File: src/rtl/sync_cmd_loader.sv
// Byte-stream command loader: header-framed 43-byte payload with additive checksum,
// decoded into DDS/burst parameters and handed over with a WR_DATA strobe.
module sync_cmd_loader #(
  parameter logic [7:0] HEADER  = 8'hA5,
  parameter int         TIMEOUT = 48000,
  parameter int         WR_LEN  = 4
) (
  input  logic        CLK,
  input  logic        RESET,
  input  logic [7:0]  DATA_IN,
  input  logic        DATA_VALID,
  output logic [47:0] MEM_DDS_freq,
  output logic [47:0] MEM_DDS_delta_freq,
  output logic [31:0] MEM_DDS_delta_rate,
  output logic [63:0] MEM_TIME_START,
  output logic [15:0] MEM_N_impuls,
  output logic [1:0]  MEM_TYPE_impulse,
  output logic [31:0] MEM_Interval_Ti,
  output logic [31:0] MEM_Interval_Tp,
  output logic [31:0] MEM_Tblank1,
  output logic [31:0] MEM_Tblank2,
  output logic        WR_DATA,
  output logic        PKT_OK,
  output logic        PKT_ERR,
  output logic [7:0]  ERR_CNT
);

  localparam int             TW       = $clog2(TIMEOUT + 1);
  localparam logic [TW-1:0]  TMO_LAST = TW'(TIMEOUT - 1);
  localparam logic [TW-1:0]  TMO_ONE  = TW'(1);
  localparam logic [3:0]     WR_N     = 4'(WR_LEN);

  typedef enum logic [1:0] {S_IDLE, S_PAYLOAD, S_CHECK, S_WRITE} state_t;

  state_t         state_q, state_d;
  logic [343:0]   shadow_q, shadow_d;
  logic [337:0]   mem_q, mem_d;
  logic [5:0]     idx_q, idx_d;
  logic [7:0]     sum_q, sum_d;
  logic [TW-1:0]  tmo_q, tmo_d;
  logic [3:0]     wcnt_q, wcnt_d;
  logic           wr_q, wr_d, ok_q, ok_d, err_q, err_d;
  logic [7:0]     ecnt_q, ecnt_d;

  always_comb begin
    state_d  = state_q;
    shadow_d = shadow_q;
    mem_d    = mem_q;
    idx_d    = idx_q;
    sum_d    = sum_q;
    tmo_d    = tmo_q;
    wcnt_d   = wcnt_q;
    wr_d     = 1'b0;
    ok_d     = 1'b0;
    err_d    = 1'b0;
    case (state_q)
      S_IDLE: begin
        if (DATA_VALID && DATA_IN == HEADER) begin
          state_d = S_PAYLOAD;
          idx_d   = '0;
          sum_d   = '0;
          tmo_d   = '0;
        end
      end
      S_PAYLOAD, S_CHECK: begin
        if (DATA_VALID) begin
          tmo_d = '0;
          if (state_q == S_PAYLOAD) begin
            // HEADER-valued bytes are plain data here; no mid-packet resync
            shadow_d = {shadow_q[335:0], DATA_IN};
            sum_d    = sum_q + DATA_IN;
            idx_d    = idx_q + 6'd1;
            if (idx_q == 6'd42) state_d = S_CHECK;
          end else if (DATA_IN == sum_q) begin
            state_d = S_WRITE;
            ok_d    = 1'b1;
            wcnt_d  = '0;
            // type byte keeps only bits [1:0]
            mem_d   = {shadow_q[343:136], shadow_q[129:128], shadow_q[127:0]};
          end else begin
            state_d = S_IDLE;
            err_d   = 1'b1;
          end
        end else if (tmo_q == TMO_LAST) begin
          state_d = S_IDLE;
          err_d   = 1'b1;
        end else begin
          tmo_d = tmo_q + TMO_ONE;
        end
      end
      S_WRITE: begin
        // first WRITE cycle carries PKT_OK, then WR_LEN cycles of strobe
        if (wcnt_q == WR_N) begin
          state_d = S_IDLE;
        end else begin
          wr_d   = 1'b1;
          wcnt_d = wcnt_q + 4'd1;
        end
      end
      default: state_d = S_IDLE;
    endcase
    ecnt_d = (err_d && ecnt_q != 8'hFF) ? ecnt_q + 8'd1 : ecnt_q;
  end

  always_ff @(posedge CLK) begin
    if (RESET) begin
      state_q  <= S_IDLE;
      shadow_q <= '0;
      mem_q    <= '0;
      idx_q    <= '0;
      sum_q    <= '0;
      tmo_q    <= '0;
      wcnt_q   <= '0;
      wr_q     <= 1'b0;
      ok_q     <= 1'b0;
      err_q    <= 1'b0;
      ecnt_q   <= '0;
    end else begin
      state_q  <= state_d;
      shadow_q <= shadow_d;
      mem_q    <= mem_d;
      idx_q    <= idx_d;
      sum_q    <= sum_d;
      tmo_q    <= tmo_d;
      wcnt_q   <= wcnt_d;
      wr_q     <= wr_d;
      ok_q     <= ok_d;
      err_q    <= err_d;
      ecnt_q   <= ecnt_d;
    end
  end

  assign MEM_DDS_freq       = mem_q[337:290];
  assign MEM_DDS_delta_freq = mem_q[289:242];
  assign MEM_DDS_delta_rate = mem_q[241:210];
  assign MEM_TIME_START     = mem_q[209:146];
  assign MEM_N_impuls       = mem_q[145:130];
  assign MEM_TYPE_impulse   = mem_q[129:128];
  assign MEM_Interval_Ti    = mem_q[127:96];
  assign MEM_Interval_Tp    = mem_q[95:64];
  assign MEM_Tblank1        = mem_q[63:32];
  assign MEM_Tblank2        = mem_q[31:0];
  assign WR_DATA            = wr_q;
  assign PKT_OK             = ok_q;
  assign PKT_ERR            = err_q;
  assign ERR_CNT            = ecnt_q;

endmodule

File: config.mk
export PLATFORM = sky130hd
export DESIGN_NAME = sync_cmd_loader
export DESIGN_NICKNAME = d
export VERILOG_FILES = /design/src/rtl/sync_cmd_loader.sv
export SDC_FILE = /design/constraint.sdc
export NUM_CORES = 1
export LEC_CHECK = 0
export CAP_MARGIN = 40
export CORE_MARGIN = 2
export CORE_UTILIZATION = 40
export DETAILED_ROUTE_END_ITERATION = 6
export REMOVE_ABC_BUFFERS = 1
export SYNTH_ARGS = -nofsm -noshare
export SYNTH_HDL_FRONTEND = slang
export SYNTH_SLANG_ARGS = --single-unit
File: constraint.sdc
create_clock -name CLK -period 2.6 [get_ports CLK]
set_input_delay 0.52 -clock CLK [delete_from_list [all_inputs] [get_ports CLK]]
set_output_delay 0.52 -clock CLK [all_outputs]
set_load 0.005 [all_outputs]
==> reports/results.ini, run 1 <==
[run_status]
outcome=completed

[detailed_routing]
drt_wl_total_um=65400
drc=0
vias=22000
first_pass_iters=5
routedWlPerCell_um=14.4
ant_nets=0
viasPerCell=4.85
drt_iter0_markers=1482

[timing]
setup_viol=0
tns_ns=0
fmax_mhz=417
fin_crit_sh_pct=92.2
relSlewSlack_pct=47.1
report.final.slew_viol_count=0
finalCriticalPeriod_ns=2.40
layout_setup_ws_ns=0.202
hold_violations=0
hold_ws_ns=0.308
fin_skew_ns=0.0265
rsz0062_at_grt=false
tightestPinTransition_ns=0.794

[floorplanning]
rows=93
die_h_um=258
start_util_pct=40.3
dieArea_mm2=0.0666
fp.coreArea_mm2=0.0641
chipWidth_um=258
ios=360

[pwr]
combPwrFrac_pct=1.7
p_sw_share_pct=21.1
power_leakage_uw=0.0110
powerDensity_mw_per_mm2=676
p_int_uw=18000
seq_power_share_pct=49.0
peakVddDrop_uv=404
p_switching_uw=4830
power.share.clock_pct=49.3
finalPower_uw=22800

[critical_path]
critPathLaunch=DATA_IN[6]
reg2reg_slack_ns=0.21
crit_family=buffers and inverters
timing.rr.end=mem_q[220]$_SDFFE_PP0P_
cp-endpoint=mem_q[220]$_SDFFE_PP0P_
r2r-start=state_q[1]$_SDFFE_PP0P_
arrival_ns=2.86
endpoint_kind=register
crit_slowest_cell=clkdlybuf4s50_1
worst_r2r_path_depth=10
path_depth=10
path_buf_inv=5
worst-path-max-fanout=53
crit_chain=clkdlybuf4s50_1 > ha_1 > nor4_4 > buf_4 > nand4b_1 > buf_4 > buf_12 > buf_12 > nand2_1 > a21oi_1
path_class=in2reg
crit_required_ns=3.06
max_stage_delay_ns=0.45
startpoint_type=input pin

[clocking]
numClockSinks=729
clk_latency_ns=0.61
clock_path_buffers=3
numCtsBuffers=78
clk_pin_slew_ns=0.06
cts_root_buf=clkbuf_16
cts_tree=built
htree_num_levels=3
post_cts_buffers=0

[cells_and_area]
drive_above_1_share_pct=7.32
syn_to_final_growth_pct=30.7
nets=3642
final_cell_mix=1,380 x nand2_1, 729 x dfxtp_1, 710 x a21oi_1
n_antenna_cell=0
final_common_cell=nand2_1

[place]
dp_slack_ns=-0.432
dp_hpwl_um=42400
io_buffers=359
gp_congestion=0.810

[synth]
yosysUniqueCellTypes=59
synth_ff_type=dfxtp_1
syn_area_per_cell_um2=7.87
ys_seq_area_share_pct=56.5
synth-edff-count=0
syn_area_mm2=0.0258
synthArstFlopShare_pct=0
ys_seq_elements=729
yosysWarnings=0
syn_inst=3283

[job]
maxCapViolCount=0

[global_route]
antenna_found_initial=0
grt_first_pass_wirelength_um=105000
overflow=0
grt_max_degree=165
grt_use_total_pct=18.9
grt_pass1_vias=20000

[min_path]
hold_class=in2reg

[synthesized netlist by cell type, drive strengths merged (2+ instances only)]
| cell type | instances | share of area (%) |
|---|---|---|
| clkbuf | 214 | 3.1 |
| nand4 | 5 | 0.12 |
| and2 | 2 | 0.048 |
| buf | 25 | 0.48 |
| o21ai | 17 | 0.33 |
| inv | 18 | 0.26 |
| nand2b | 2 | 0.048 |
| xnor2 | 7 | 0.24 |
| a22oi | 3 | 0.087 |
| o211ai | 5 | 0.15 |
| nor3 | 9 | 0.17 |
| or2 | 2 | 0.048 |
| a21o | 4 | 0.12 |
| dfxtp | 729 | 57 |
| ha | 16 | 0.78 |
| and4 | 2 | 0.068 |
| nor2 | 29 | 0.42 |
| nand3b | 4 | 0.12 |
| nand4b | 4 | 0.19 |
| nand3 | 20 | 0.39 |
| or3 | 12 | 0.29 |
| nand2 | 1380 | 20 |
| o31ai | 6 | 0.17 |
| nor3b | 2 | 0.058 |
| or4 | 8 | 0.23 |
| a31oi | 3 | 0.073 |
| a21oi | 710 | 14 |
| nor4 | 5 | 0.20 |
| xor2 | 4 | 0.14 |
| o2111ai | 4 | 0.14 |
| and3 | 7 | 0.17 |
| mux2 | 2 | 0.087 |
| nor2b | 4 | 0.097 |
[through the flow]
step                cells  instance area [µm²]  util [%]
floorplan            3044                24900         -
global placement     4389                31100      48.5
detailed placement   4389                31100      48.5
CTS                  4532                33800      52.6
global route         4532                33800      52.6
finish               4532                33800      52.6
[worst min path at each step]
| stage | start | end | slack [ns] | cells after the start |
|---|---|---|---|---|
| after detailed placement | shadow_q[338]$_SDFFE_PP0P_ | mem_q[332]$_SDFFE_PP0P_ | 0.44 | 2 |
| after CTS | RESET | shadow_q[165]$_SDFFE_PP0P_ | 0.27 | 2 |
| final | RESET | shadow_q[123]$_SDFFE_PP0P_ | 0.31 | 2 |
| after floorplan | shadow_q[336]$_SDFFE_PP0P_ | mem_q[330]$_SDFFE_PP0P_ | 0.43 | 2 |
| after global routing | RESET | shadow_q[131]$_SDFFE_PP0P_ | 0.30 | 2 |
| after global placement | shadow_q[132]$_SDFFE_PP0P_ | shadow_q[140]$_SDFFE_PP0P_ | 0.44 | 2 |
[registers in the layout, indices dropped and copies added, names as in the netlist, 2 cells and up]
signal / count
idx_q: 6
ERR_CNT: 8
shadow_q: 344
mem_q: 338
sum_q: 8
state_q: 2
wcnt_q: 4
tmo_q: 16
[routing by layer]
| metal | part of all wire (%) | vias to the layer above | wire, µm | global-route usage [%] |
|---|---|---|---|---|
| met5 | 0 | - | 0 | 0 |
| met4 | 1.5 | 0 | 970 | 5.06 |
| met2 | 47 | 399 | 30900 | 30.6 |
| met1 | 46 | 10100 | 30300 | 25.9 |
| li1 | - | 11400 | - | - |
| met3 | 4.9 | 72 | 3180 | 3.29 |
[worst reg2reg max path: cells and delay by family, from the launching register on]
family                   cells  cell delay [ns]
buffers and inverters        5             0.89
flip-flops                   1             0.36
AND/OR/NAND/NOR              3             0.49
AO/OA/AOI/OAI                1             0.05
adder cells (fa/ha/maj)      1             0.46
[what timing repair did]
item                                    4_1_cts  5_1_grt
endpoints found under the setup margin        0       18
gates resized for setup                       0        1
hold buffers                                  0        0
[final cells by class]
cell class              instances  area [µm²]
clock buffers                 114        2270
clock inverters                29         370
fillers                      6257       30400
inverters                      18        67.6
multi-input cells            2297       10300
flip-flops and latches        729       14600
well taps                     855        1070
repair buffers                490        5120
[power groups by stage]
stage	Combinational [µW]	Sequential [µW]	Clock [µW]
4_1_cts	396	11200	11500
3_5_place_dp	395	11400	0
3_3_place_gp	398	11400	0
2_1_floorplan	95.3	11400	0
6_report	395	11200	11200
5_1_grt	429	11200	12000
[cells by family (layout without fill, tap and decap cells)]
logic type	Yosys count	count (layout)	synth area share [%]
compound gates	765	765	15.4
xor+xnor	11	11	0.373
fa+ha+maj	17	17	0.853
buf+inv	257	651	3.86
flops	729	729	56.5
mux	3	3	0.126
simple gates	1501	1501	22.9
(Power assumes the default switching activity.)
==> inputs of run 2 (changes only) <==
Settings changed: CAP_MARGIN 40 to default, CORE_UTILIZATION 40 to 45, PLACE_DENSITY from default to 0.68.
Clock period 2.6 ns to 2.48 ns, I/O delays scaled along.
==> run 2 against run 1 <==
Hold slack worse by 0.028 ns; sequential cell count stayed put; non-clock buffer count is 10 lower; global-route usage is 1.9 points higher; core utilization is 6.1 points higher; clock skew is 0.0053 ns lower; critical path depth stayed put; via count is 1.1% higher; register-to-register slack hardly changed; sequential share of layout area is 0.69 points higher; count of clock-buffer cells in the layout stayed put; largest cell class unchanged; first-iteration DRC count is 0.20% lower; critical path type unchanged.
==> reports/results.ini, run 2 (synthesis results as in run 1) <==
[cells_and_area]
reg_top3=shadow_q: 344 flops, mem_q: 338 flops, tmo_q: 16 flops
regMostFlops=shadow_q
largest_reg_flops=344  ; unchanged
drive_above_1_share_pct=6.81  ; -0.51 points
syn_to_final_growth_pct=28.7
layout.cells.non_filler=4413  ; -2.6%
fillerInstances=5150  ; -18%
n_antenna_cell=0  ; unchanged
final_common_cell=nand2_1
final_cell_mix=1,380 x nand2_1, 729 x dfxtp_1, 710 x a21oi_1
nets=3629  ; -0.36%
finalCoreUtilization_pct=58.7  ; +6.1 points
final_area_mm2=0.0332  ; -1.6%

[critical_path]
max_stage_delay_ns=0.48  ; +0.03 ns
arrival_ns=2.80  ; -0.06 ns
worst-path-max-fanout=13  ; -75%
crit_required_ns=2.99  ; -0.07 ns
startpoint_type=input pin
endpoint_kind=register
crit_chain=clkdlybuf4s50_1 > ha_1 > nor3_1 > buf_4 > buf_4 > a31oi_1 > a21oi_1 > buf_4 > nor4_1 > mux2_2
path_class=in2reg
crit_slowest_cell=clkdlybuf4s50_1
crit_top_cell=buf_4

[floorplanning]
start_util_pct=45.6  ; +5.3 points
rows=87  ; -6.5%
ios=360  ; unchanged
dieArea_mm2=0.0593  ; -11%
chipWidth_um=244  ; -5.6%
die_h_um=244  ; -5.6%
fp.coreArea_mm2=0.0566  ; -12%

[timing]
fin_crit_sh_pct=92.1
report.final.slew_viol_count=0  ; unchanged
fin_skew_ns=0.0212  ; -0.00527 ns
finalCriticalPeriod_ns=2.28
rsz0062_at_grt=false
hold_violations=0  ; unchanged
tns_ns=0  ; unchanged
relSlewSlack_pct=52.9  ; +5.8 points
fmax_mhz=438
tightestPinTransition_ns=0.707  ; -0.0867 ns
setup_viol=0  ; unchanged

[run_status]
outcome=completed

[detailed_routing]
first_pass_iters=5  ; unchanged
drt_iter0_markers=1479  ; -0.20%
routedWlPerCell_um=14.6  ; +0.98%
ant_nets=0  ; unchanged
vias=22200  ; +1.1%
drc=0  ; unchanged
viasPerCell=5.04  ; +3.9%
drt_wl_total_um=64300  ; -1.7%

[clocking]
post_cts_buffers=0  ; unchanged
cts_resized=0  ; unchanged
ctsHoldBuffers=0  ; unchanged
clock_path_buffers=3  ; unchanged
numCtsBuffers=75  ; -3.8%
clk_pin_slew_ns=0.06  ; about the same
numClockSinks=729  ; unchanged
cts_root_buf=clkbuf_16
htree_num_levels=3  ; unchanged
clk_latency_ns=0.62  ; about the same
cts_tree=built

[pwr]
peakVddDrop_uv=482  ; +19%
p_int_uw=18300  ; +1.5%
power_leakage_uw=0.0108  ; -1.9%
p_switching_uw=4930  ; +2.1%
powerDensity_mw_per_mm2=698  ; +3.3%
combPwrFrac_pct=1.8  ; about the same
power.share.clock_pct=47.7  ; -1.6 points
p_sw_share_pct=21.2  ; +0.086 points
seq_power_share_pct=50.5  ; +1.5 points

[min_path]
hold_class=in2reg

[place]
dp_cells=4280  ; -2.5%
dp_hpwl_um=41700  ; -1.8%
io_buffers=359  ; unchanged
placed_area_mm2=0.0308  ; -1.0%
gp_congestion=0.794  ; -2.0%

[global_route]
grt_first_pass_wirelength_um=103000  ; -1.9%
grt_use_total_pct=20.8  ; +1.9 points
overflow=0  ; unchanged
antenna_found_initial=0  ; unchanged
grt_max_degree=144  ; -13%
grt_pass1_vias=20100  ; +0.060%

[job]
maxCapViolCount=0  ; unchanged

## run 2: power by group through the flow
stage | clock [µW] | combinational [µW] | sequential (µW)
3_5_place_dp | 0 | 413 | 12000
3_3_place_gp | 0 | 416 | 12000
2_1_floorplan | 0 | 99.9 | 12000
4_1_cts | 11300 | 415 | 11700
5_1_grt | 11700 | 452 | 11700
6_report | 11100 | 415 | 11700
## run 2: routing by layer
metal | wire length, µm | global-route usage, % | up-vias
met5 | 0 | 0 | -
met4 | 1220 | 5.29 | 0
met3 | 2920 | 3.66 | 97
met2 | 30600 | 34.3 | 453
met1 | 29600 | 28.2 | 10400
li1 | - | - | 11300
## run 2: layout make-up
| type | count | area, µm² | area share [%] |
|---|---|---|---|
| clock buffers | 114 | 2270 | 6.82 |
| clock inverters | 19 | 171 | 0.516 |
| inverters | 18 | 67.6 | 0.203 |
| multi-input cells | 2297 | 10300 | 30.9 |
| flip-flops and latches | 729 | 14600 | 43.9 |
| well taps | 756 | 946 | 2.85 |
| repair buffers | 480 | 4920 | 14.8 |
## run 2: worst max-delay path, delay by kind of cell
| kind | cells | cell delay [ns] |
|---|---|---|
| multiplexers | 1 | 0.36 |
| AND/OR/NAND/NOR | 2 | 0.37 |
| buffers and inverters | 4 | 0.93 |
| adder cells (fa/ha/maj) | 1 | 0.34 |
| AO/OA/AOI/OAI | 2 | 0.29 |
## run 2: final timing paths
check | from | end | slack, ns | depth (start not counted)
max | DATA_IN[2] | ERR_CNT[7]$_SDFFE_PP0P_ | 0.20 | 10
max reg2reg | state_q[0]$_SDFFE_PP0P_ | mem_q[17]$_SDFFE_PP0P_ | 0.21 | 9
min reg2reg | shadow_q[132]$_SDFFE_PP0P_ | shadow_q[140]$_SDFFE_PP0P_ | 0.45 | 2
min | RESET | sum_q[0]$_SDFFE_PP0P_ | 0.28 | 2
## run 2: through the flow
| step | total power [µW] | hold slack (ns) | worst slack, ns |
|---|---|---|---|
| 6_report | 23200 | 0.280 | 0.195 |
| 5_1_grt | 23900 | 0.263 | 0.0375 |
| 2_1_floorplan | 12100 | 0.426 | -9.48 |
| 4_1_cts | 23400 | 0.242 | 0.201 |
| 3_5_place_dp | 12400 | 0.445 | -0.437 |
| 3_3_place_gp | 12400 | 0.438 | -0.450 |
==> inputs of run 3 (changes only) <==
Settings changed: CORE_UTILIZATION 45 to 54, PLACE_DENSITY 0.68 to 0.79.
==> run 3 against run 2 <==
Sequential cell count stayed put; core utilization up 11 points; clock skew fell by 0.0033 ns; hold slack improved by 0.0015 ns; cell count decreased by 3.4%; die area down 16%; routed wire length is 1.8% higher; sequential share of layout area increased by 0.40 points; count of clock-buffer cells in the layout shrank 7; combinational power rose by 3%; via count rose by 4.1%; clock power is 5% lower.
==> reports/results.ini, run 3 (synthesis results as in run 1) <==
[clocking]
cts_root_buf=clkbuf_16
numCtsBuffers=71  ; -5.3%
ctsHoldBuffers=0  ; unchanged
cts_tree=built
htree_num_levels=3  ; unchanged
clk_latency_ns=0.61  ; about the same
numClockSinks=729  ; unchanged
cts_resized=0  ; unchanged
post_cts_buffers=0  ; unchanged
clock_path_buffers=3  ; unchanged
clk_pin_slew_ns=0.06  ; about the same

[critical_path]
reg2reg_slack_ns=0.12  ; -0.09 ns
worst-path-max-fanout=52  ; +39
crit_chain=inv_1 > ha_2 > nand3b_1 > buf_4 > nand4b_1 > buf_6 > buf_12 > nand2_1 > a21oi_1
startpoint_type=register
endpoint_kind=register
crit_family=buffers and inverters
arrival_ns=2.81  ; about the same
crit_slowest_cell=ha_2
max_stage_delay_ns=0.44  ; -0.04 ns
path_class=reg2reg
path_buf_inv=4  ; unchanged
crit_required_ns=2.93  ; -0.06 ns

[timing]
report.final.slew_viol_count=0  ; unchanged
fmax_mhz=424  ; -3.0%
finalCriticalPeriod_ns=2.36  ; +0.0709 ns
hold_violations=0  ; unchanged
hold_ws_ns=0.281  ; +0.00151 ns
tightestPinTransition_ns=0.579  ; -0.128 ns
fin_crit_sh_pct=95.0  ; +2.9 points
rsz0062_at_grt=true
setup_viol=0  ; unchanged
relSlewSlack_pct=61.4  ; +8.5 points
tns_ns=0  ; unchanged
layout_setup_ws_ns=0.124  ; -0.0709 ns
fin_skew_ns=0.0179  ; -0.00329 ns

[floorplanning]
fp.coreArea_mm2=0.0474  ; -16%
start_util_pct=54.4  ; +8.8 points
dieArea_mm2=0.0496  ; -16%
chipWidth_um=223  ; -8.6%
ios=360  ; unchanged
die_h_um=223  ; -8.6%
rows=80  ; -8.0%

[global_route]
overflow=0  ; unchanged
grt_max_degree=129  ; -10%
grt_first_pass_wirelength_um=106000  ; +2.9%
grt_pass1_vias=21700  ; +8.1%
antenna_found_initial=0  ; unchanged
grt_use_total_pct=25.6  ; +4.8 points

[detailed_routing]
viasPerCell=5.43  ; +7.8%
drt_iter0_markers=1942  ; +31%
drc=0  ; unchanged
drt_wl_total_um=65500  ; +1.8%
ant_nets=0  ; unchanged
routedWlPerCell_um=15.4  ; +5.5%
vias=23100  ; +4.1%
first_pass_iters=6  ; +1

[place]
dp_slack_ns=-0.364  ; +0.0739 ns
dp_cells=4137  ; -3.3%
io_buffers=359  ; unchanged
dp_hpwl_um=42800  ; +2.7%
gp_congestion=0.872  ; +9.9%

[cells_and_area]
n_antenna_cell=0  ; unchanged
regMostFlops=shadow_q
final_common_cell=nand2_1
syn_to_final_growth_pct=27.5
largest_reg_flops=344  ; unchanged
drive_above_1_share_pct=6.61  ; -0.20 points
nets=3623  ; -0.17%
final_cell_mix=1,380 x nand2_1, 729 x dfxtp_1, 710 x a21oi_1
fillerInstances=3684  ; -28%
layout.cells.non_filler=4261  ; -3.4%
reg_top3=shadow_q: 344 flops, mem_q: 338 flops, tmo_q: 16 flops

[pwr]
finalPower_uw=22800  ; -1.8%
power_leakage_uw=0.0108  ; -0.31%
peakVddDrop_uv=476  ; -1.3%
powerDensity_mw_per_mm2=692  ; -0.91%

[job]
maxCapViolCount=0  ; unchanged

[run_status]
outcome=completed

[min_path]
hold_class=in2reg

==> run 3: cell count changes in the layout (fill, tap and decap cells not counted), moves of 2 or more <==
| cell | before | now |
|---|---|---|
| buf_4 | 88 | 84 |
| clkinvlp_4 | 4 | 1 |
| clkbuf_1 | 18 | 16 |
| clkinv_2 | 8 | 12 |
| clkbuf_8 | 18 | 16 |
| clkinv_4 | 2 | 0 |
| clkbuf_16 | 78 | 75 |
==> run 3: final cells by class <==
class	instances	area (µm²)	share of cell area (%)
clock buffer	107	2160	6.55
clock inverter	17	156	0.475
inverter	18	67.6	0.205
multi-input combinational	2297	10300	31.2
sequential	729	14600	44.3
tap	615	769	2.34
timing repair buffer	478	4920	14.9
==> run 3: metal layers <==
layer | up-vias | GRT usage [%] | wire length [µm]
met5 | - | 0 | 0
met4 | 0 | 10.4 | 1910
met3 | 120 | 4.31 | 3760
met2 | 730 | 43.1 | 32200
met1 | 11000 | 32.6 | 27600
li1 | 11300 | - | -
==> run 3: final timing paths <==
| path | from | endpoint | cells after the start |
|---|---|---|---|
| worst max-delay path | state_q[0]$_SDFFE_PP0P_ | mem_q[207]$_SDFFE_PP0P_ | 9 |
| worst max register to register | state_q[0]$_SDFFE_PP0P_ | mem_q[207]$_SDFFE_PP0P_ | 9 |
| worst min register to register | mem_q[266]$_SDFFE_PP0P_ | mem_q[266]$_SDFFE_PP0P_ | 2 |
| worst min-delay path | RESET | tmo_q[1]$_SDFFE_PP0P_ | 2 |
==> run 3: power by group <==
| part | leakage (µW) | switching, µW | total (µW) | internal [µW] |
|---|---|---|---|---|
| clock | 0.00115 | 4410 | 10600 | 6220 |
| combinational | 0.00378 | 296 | 428 | 132 |
| sequential | 0.00587 | 6.03 | 11700 | 11700 |
| total | 0.0108 | 4710 | 22800 | 18100 |
==> run 3: metrics by stage <==
step / utilization [%] / cell area [µm²]
floorplan: - / 24900
global placement: 64.5 / 30600
detailed placement: 64.5 / 30600
CTS: 69.4 / 32900
global route: 69.4 / 32900
finish: 69.4 / 32900
